`src/rtl/or16_accum.sv`:
```
// ----------------------------------------------------------------------------
// or16_accum
//   Stream OR-reduction stage. Each accepted input word is ORed into a running
//   accumulator through the Or16 gate. When the programmed number of words has
//   been absorbed, the result is held on a valid/ready output port until the
//   consumer takes it. Only one job is in flight at a time.
//
// Ports
//   clk        in   rising-edge clock
//   rst_n      in   asynchronous reset, active-low
//   start      in   open a job (sampled only in IDLE)
//   count      in   number of words in the job (sampled with start)
//   in_valid   in   in_data holds a word
//   in_ready   out  block accepts in_data this cycle
//   in_data    in   input word, bit 0 = MSB
//   out_valid  out  out_data holds the job result
//   out_ready  in   consumer takes the result this cycle
//   out_data   out  OR of all words of the job, 0 while out_valid=0
//   busy       out  job in progress (ACCUM or DONE)
// ----------------------------------------------------------------------------

// Or16: 16-bit bitwise OR gate.
module or16 (
   input  logic [0:15] i_a,
   input  logic [0:15] i_b,
   output logic [0:15] o_y
);
   assign o_y = i_a | i_b;
endmodule

// State table
//   state   | meaning
//   S_IDLE  | no job; waiting for start
//   S_ACCUM | absorbing words; in_ready=1
//   S_DONE  | result presented; waiting for out_ready
module or16_accum #(
   parameter int WIDTH   = 16,
   parameter int COUNT_W = 8
) (
   input  logic               clk,
   input  logic               rst_n,
   input  logic               start,
   input  logic [COUNT_W-1:0] count,
   input  logic               in_valid,
   output logic               in_ready,
   input  logic [0:WIDTH-1]   in_data,
   output logic               out_valid,
   input  logic               out_ready,
   output logic [0:WIDTH-1]   out_data,
   output logic               busy
);

   typedef enum logic [1:0] {
      S_IDLE  = 2'd0,
      S_ACCUM = 2'd1,
      S_DONE  = 2'd2
   } state_t;

   state_t             r_state;
   state_t             w_state_nxt;
   logic [0:WIDTH-1]   r_acc;
   logic [0:WIDTH-1]   w_acc_nxt;
   logic [COUNT_W-1:0] r_remaining;
   logic [COUNT_W-1:0] w_remaining_nxt;
   logic [0:WIDTH-1]   w_or;

   // Use the Or16 gate when the word width matches; otherwise a plain OR.
   generate
      if (WIDTH == 16) begin : g_or16
         or16 u_or16 (
            .i_a (r_acc),
            .i_b (in_data),
            .o_y (w_or)
         );
      end else begin : g_or_generic
         assign w_or = r_acc | in_data;
      end
   endgenerate

   always_ff @(posedge clk or negedge rst_n) begin
      if (!rst_n) begin
         r_state     <= S_IDLE;
         r_acc       <= '0;
         r_remaining <= '0;
      end else begin
         r_state     <= w_state_nxt;
         r_acc       <= w_acc_nxt;
         r_remaining <= w_remaining_nxt;
      end
   end

   always_comb begin
      w_state_nxt     = r_state;
      w_acc_nxt       = r_acc;
      w_remaining_nxt = r_remaining;
      in_ready        = 1'b0;
      out_valid       = 1'b0;
      out_data        = '0;
      busy            = 1'b0;

      case (r_state)
         S_IDLE: begin
            if (start) begin
               w_acc_nxt = '0;
               if (count != '0) begin
                  w_remaining_nxt = count;
                  w_state_nxt     = S_ACCUM;
               end else begin
                  // Empty job: result is 0, present it immediately.
                  w_state_nxt = S_DONE;
               end
            end
         end

         S_ACCUM: begin
            in_ready = 1'b1;
            busy     = 1'b1;
            if (in_valid) begin
               w_acc_nxt       = w_or;
               // r_remaining is always >= 1 here, so this cannot wrap.
               w_remaining_nxt = r_remaining - COUNT_W'(1);
               if (r_remaining == COUNT_W'(1)) begin
                  w_state_nxt = S_DONE;
               end
            end
         end

         S_DONE: begin
            out_valid = 1'b1;
            out_data  = r_acc;
            busy      = 1'b1;
            if (out_ready) begin
               w_state_nxt = S_IDLE;
            end
         end

         default: begin
            w_state_nxt = S_IDLE;
         end
      endcase
   end

endmodule

```
`config.mk`:
```
export PLATFORM = sky130hd
export DESIGN_NAME = or16_accum
export DESIGN_NICKNAME = d
export VERILOG_FILES = /design/src/rtl/or16_accum.sv
export SDC_FILE = /design/constraint.sdc
export NUM_CORES = 1
export LEC_CHECK = 0
export ABC_AREA = 1
export BUFFER_PORTS_ARGS = -buffer_cell sky130_fd_sc_hd__buf_2
export CORE_MARGIN = 4
export CORE_UTILIZATION = 54
export CTS_CLUSTER_SIZE = 10
export DETAILED_ROUTE_END_ITERATION = 12
export PLACE_DENSITY = 0.84
export SYNTH_ARGS = -nofsm -noshare
export SYNTH_HDL_FRONTEND = slang
export SYNTH_SLANG_ARGS = --single-unit
```
`constraint.sdc`:
```
create_clock -name clk -period 3.7 [get_ports clk]
set_input_delay 0 -clock clk [delete_from_list [all_inputs] [get_ports clk]]
set_output_delay 0 -clock clk [all_outputs]
set_load 0.02 [all_outputs]
```
### Yosys cells after proc, flatten, opt, wreduce, memory -nomap -nowiden

Index checks and enable logic that the tools add are counted.

| cells by class | value |
|---|---|
| reduce and logical (&&, ||, !) cells | 7 |
| eq/ne operators | 8 |
| multiplexer cells | 17 |
| bitwise gates (word level) | 1 |
| add/sub/neg operators | 1 |

Operator list:

| cell | count |
|---|---|
| $mux 16 | 3 |
| $pmux 16 s2 | 1 |
| $mux 8 | 3 |
| $or 16x16->16 | 1 |
| $pmux 8 s2 | 1 |
| $mux 2 | 5 |
| $ne 2x2->1 const B | 5 |
| $eq 8x1->1 const B | 1 |
| $reduce_and 4->1 | 2 |
| $reduce_bool 8->1 | 1 |
| $sub 8x1->8 const B | 1 |
| $pmux 2 s3 | 1 |
| $mux 1 | 3 |
| $reduce_and 3->1 | 1 |
| $eq 2x1->1 const B | 1 |
| $eq 2x2->1 const B | 1 |
| $logic_not 2->1 | 1 |
| $reduce_bool 2->1 | 1 |
| $reduce_or 2->1 | 1 |

| storage, ports and cells | value |
|---|---|
| word-level logic and storage cells | 37 |
| output and inout port bits | 19 |
| register bits | 26 |
| input port bits | 29 |

### Depth between registers and ports, before layout

| logic depth | value |
|---|---|
| depth in word-level cells | 4 |
| mapped depth | 11 |
| mapped depth without buffers | 11 |

### Hierarchy

Synthesis repeated with hierarchy kept, for this count alone.

| second synthesis, totals | value |
|---|---|
| cell total of the unflattened synthesis | 270 |
| area, all modules | 1,719.1 µm² |

By module, submodules not included:

| module | instances | cells an instance | area each (µm²) | sequential area each (µm²) |
|---|---|---|---|---|
| or16_accum | 1 | 222 | 1,539.0 | 650.6 |
| or16 | 1 | 48 | 180.2 | 0.0 |

### Least setup slack after synthesis

OpenSTA, ideal clock, no wires.

| timing path | value |
|---|---|
| kind | register to register |
| start | register r_state[1] |
| end | register r_acc[0] (netlist name) |
| path buffers | 1 |
| required time | 3.582 ns |
| arrival | 1.516 ns |
| clock period less this slack | 1.634 ns |
| cell stages (with the launch flop) | 11 |
| library setup time | 0.118 ns |
| setup slack | 2.066 ns |
| cells stage by stage | dfrtp_1 -> inv_1 -> ha_1 -> inv_2 -> nor2_1 -> nor2_1 -> nand2_2 -> inv_4 -> buf_4 -> a21oi_1 -> nor2_2 |

| between the ends | value |
|---|---|
| longest elaborated chain between the ends | 3 |
| elaborated cells between the ends (all ways) | 7 |
| those cells by class | eq/ne (3); mux (1); reduce/logical (3) |

Ends and longest elaborated chain:

| what | RTL line | source |
|---|---|---|
| start: declaration | 59 | `state_t r_state;` |
| start signal: assignment | 86 | `r_state <= w_state_nxt;` |
| $eq 2x1->1 / $logic_not 2->1 (equally long branches) | 101 | `case (r_state)` |
| $ne 2x2->1 (no line) / $reduce_bool 2->1 (equally long branches) | -- |  |
| $reduce_and 3->1 (no line) | -- |  |
| end signal: assignment | 87 | `r_acc <= w_acc_nxt;` |
| end: declaration | 61 | `logic [0:WIDTH-1] r_acc;` |

Parallel ways exist; a longest one is shown, timed or not.
A chain may end at the register's enable or synchronous reset.

### Final worst setup path

| timing path | value |
|---|---|
| start | register r_state[1] |
| end | register r_acc[15] (netlist name) |

The elaborated chain is that of the path after synthesis.

==> key figures <==
Timing
  – Slew @ Worst Pin: 0.651 ns
  – Tcrit/Tclk final: 53.1%
  – Final setup fails: 0
  – Setup TNS: 0 ns
  – Fin Hold WS: 0.0347 ns
  – Slew Limit Fails: 0
  – Worst Skew: 0.00838 ns
  – RSZ-0062 raised after global routing: no
  – Tmin final: 1.97 ns
  – Final Hold Vio Count: 0
  – Fmax: 0.509 GHz
  – Worst slew margin: 56.6%

Global route
  – Initial antenna violation count: 0
  – Largest net degree at the start of global routing: 27
  – First-pass GRT wire length: 5930 um
  – Congestion Overflow GR: 0
  – Number of global-route vias before repair: 1436
  – GRT Resource Usage Total: 21.2%

Finish
  – Layout area overhead: 28.8%
  – Nets: 307
  – Commonest non-fill, non-tap cells in the layout: nand2_1, buf_2, inv_1, nor2_1, dfrtp_1
  – Commonest non-fill, non-tap cell in the layout: nand2_1
  – Final instance area: 0.00194 mm^2
  – # diodes: 0
  – Layout cells sized above 1: 25.1%

Setup path
  – Crit path max fanout: 18
  – Crit path kind: flip-flop to flip-flop
  – Worst Path Required: 3.89 ns
  – Arrival @ worst endpoint: 2.16 ns
  – Highest-delay cell along the critical path: dfrtp_1
  – CP top delay family: buffers and inverters
  – CP cell instances: inv_1 -> ha_1 -> inv_2 -> nor2_1 -> nor2_1 -> nand2_2 -> inv_4 -> nand2_2 -> inv_4 -> nor2_1
  – Depth of the most critical reg-to-reg path: 10
  – CP bufs+invs: 4
  – Slowest stage delay, CP: 0.40 ns
  – CP most frequent cell: nor2_1
  – CP Capture Type: flip-flop
  – WP depth: 10
  – Critical path startpoint category: flip-flop

Clock network
  – Post-CTS setup buffers: 0
  – CTS tree: built
  – Clk root buf: clkbuf_4
  – Clock Pin Slew Worst Setup and Hold Paths: 0.12 ns
  – Worst-Skew Late Latency: 0.31 ns
  – H-tree level count: 1
  – CTS Sinks: 26
  – CTS Buf Count: 3
  – Clk buf depth: 2

Status
  – Status: complete, no violations

Detailed routing
  – DR vias/cell: 4.96
  – 1st-iter DRT viols: 23
  – DRC viols: 0
  – Vias: 1494
  – Routed len/inst: 12.0 um
  – DRT Pass-1 Iters: 4
  – Post-route ant nets: 0
  – Final wirelength: 3610 um

Floorplanning
  – Number of cell rows: 18
  – Die width: 60.8 um
  – Io pins: 48
  – DIE HEIGHT: 60.8 um
  – Core box area: 0.00257 mm^2
  – Initial Utilization: 58.6%
  – Die area: 0.00369 mm^2

Power
  – Clock power share: 7.2%
  – Leakage: 1.13 nW
  – Switching Power: 0.766 mW
  – Int Power: 0.763 mW
  – Sw Ratio: 50.1%
  – Power Density: 789 mW/mm^2
  – VDD IR max: 0.575 mV
  – Register share of total power: 33.9%
  – Gate power share: 58.9%

Logic synthesis
  – Cell taking the most area after synthesis: dfrtp_1
  – Post-synthesis register bit count: 26
  – Sequential area share after synthesis: 43.3%
  – Synthesized instance count: 209
  – Post-synth ARST share: 100%
  – Post-synth net total: 243
  – Ys Warns: 0
  – Yosys cell types: 20
  – Post-synth EDFFs: 0
  – Share of the synthesized area in the top cell type: 43.3%
  – Syn avg cell area: 7.20 um^2
  – Area contributors post-synth: dfrtp_1, nand2_1, inv_1, nor2_1, a21oi_1
  – Top_reg_cell synth: dfrtp_1
  – Cell Area, Synth: 0.00150 mm^2

Min path
  – Hold WC Path Type: input pin to flip-flop
  – Hold path depth: 5

Place
  – IO Port Bufs: 47
  – RePlAce Congestion: 0.872
  – DP Area: 0.00173 mm^2
  – Dpl hpwl: 2490 um

Flow run
  – Max cap viols: 0
worst paths after layout:
check                                start  slack [ns]             end
worst max-delay path            r_state[1]        1.73       r_acc[15]
worst min-delay path              count[6]        0.03  r_remaining[6]
worst max register to register  r_state[1]        1.73       r_acc[15]
worst min register to register    r_acc[3]        0.51        r_acc[3]
max in group asynchronous            rst_n        3.13       r_acc[14]
min in group asynchronous            rst_n        0.20        r_acc[5]
state kept, by name, indices dropped and copies added, names as in the netlist:
signal       flops
r_remaining      8
r_state          2
r_acc           16
worst reg2reg max path, delay by kind of cell, from the launching register on:
family,cells,cell delay [ns]
buffers and inverters,4,0.66
flip-flops,1,0.40
adder cells (fa/ha/maj),1,0.35
AND/OR/NAND/NOR,5,0.45
routing by layer:
metal / wire length [um] / global-route usage (%) / vias up
li1: - / - / 773
met1: 1510 / 25.2 / 670
met2: 1860 / 39.1 / 47
met3: 197 / 4.04 / 4
met4: 42 / 5.57 / 0
met5: 0 / 0 / -
cells by family after synthesis:
family,count (synthesis),synth area share (%)
and+or+nand+nor,107,30.2
AOI/OAI and AO/OA,33,11.2
adders and majority gates,5,4.16
DFF,26,43.3
buffers and inverters,38,11.1
layout make-up:
type	instances	area (um^2)
multi-input cells	145	686
flip-flops and latches	26	651
fillers	184	631
repair buffers	65	415
inverters	32	125
well taps	30	37.5
clock buffers	3	22.5
power groups by stage:
stage | clock [mW] | sequential (mW) | combinational (mW)
CTS | 0.115 | 0.517 | 0.897
global route | 0.126 | 0.536 | 1.03
global placement | 0 | 0.516 | 0.854
finish | 0.110 | 0.519 | 0.901
floorplan | 0 | 0.501 | 0.736
detailed placement | 0 | 0.522 | 0.884
what timing repair did:
item,4_1_cts,5_1_grt
hold buffers,18,0
endpoints found under the hold margin,43,0
gates resized for setup,0,0
cells in the mapped netlist (2+ instances only):
cell type,number
a21oi_1,18
buf_4,2
clkbuf_1,2
dfrtp_1,26
ha_1,5
inv_1,29
inv_4,2
nand2_1,54
nand2_2,3
nand3_1,10
nand4_1,2
nor2_1,27
nor2_2,10
o21ai_0,13
metrics by stage:
step                      std cells  setup slack (ns)  utilization, %  total power, mW
after floorplan                 209              2.07               -             1.24
after global placement          280              1.86            67.5             1.37
after detailed placement        280              1.76            67.5             1.41
after CTS                       301              1.75            75.4             1.53
after global routing            301              1.51            75.4             1.69
final                           301              1.73            75.4             1.53
Power figures use the tool's default switching activity.
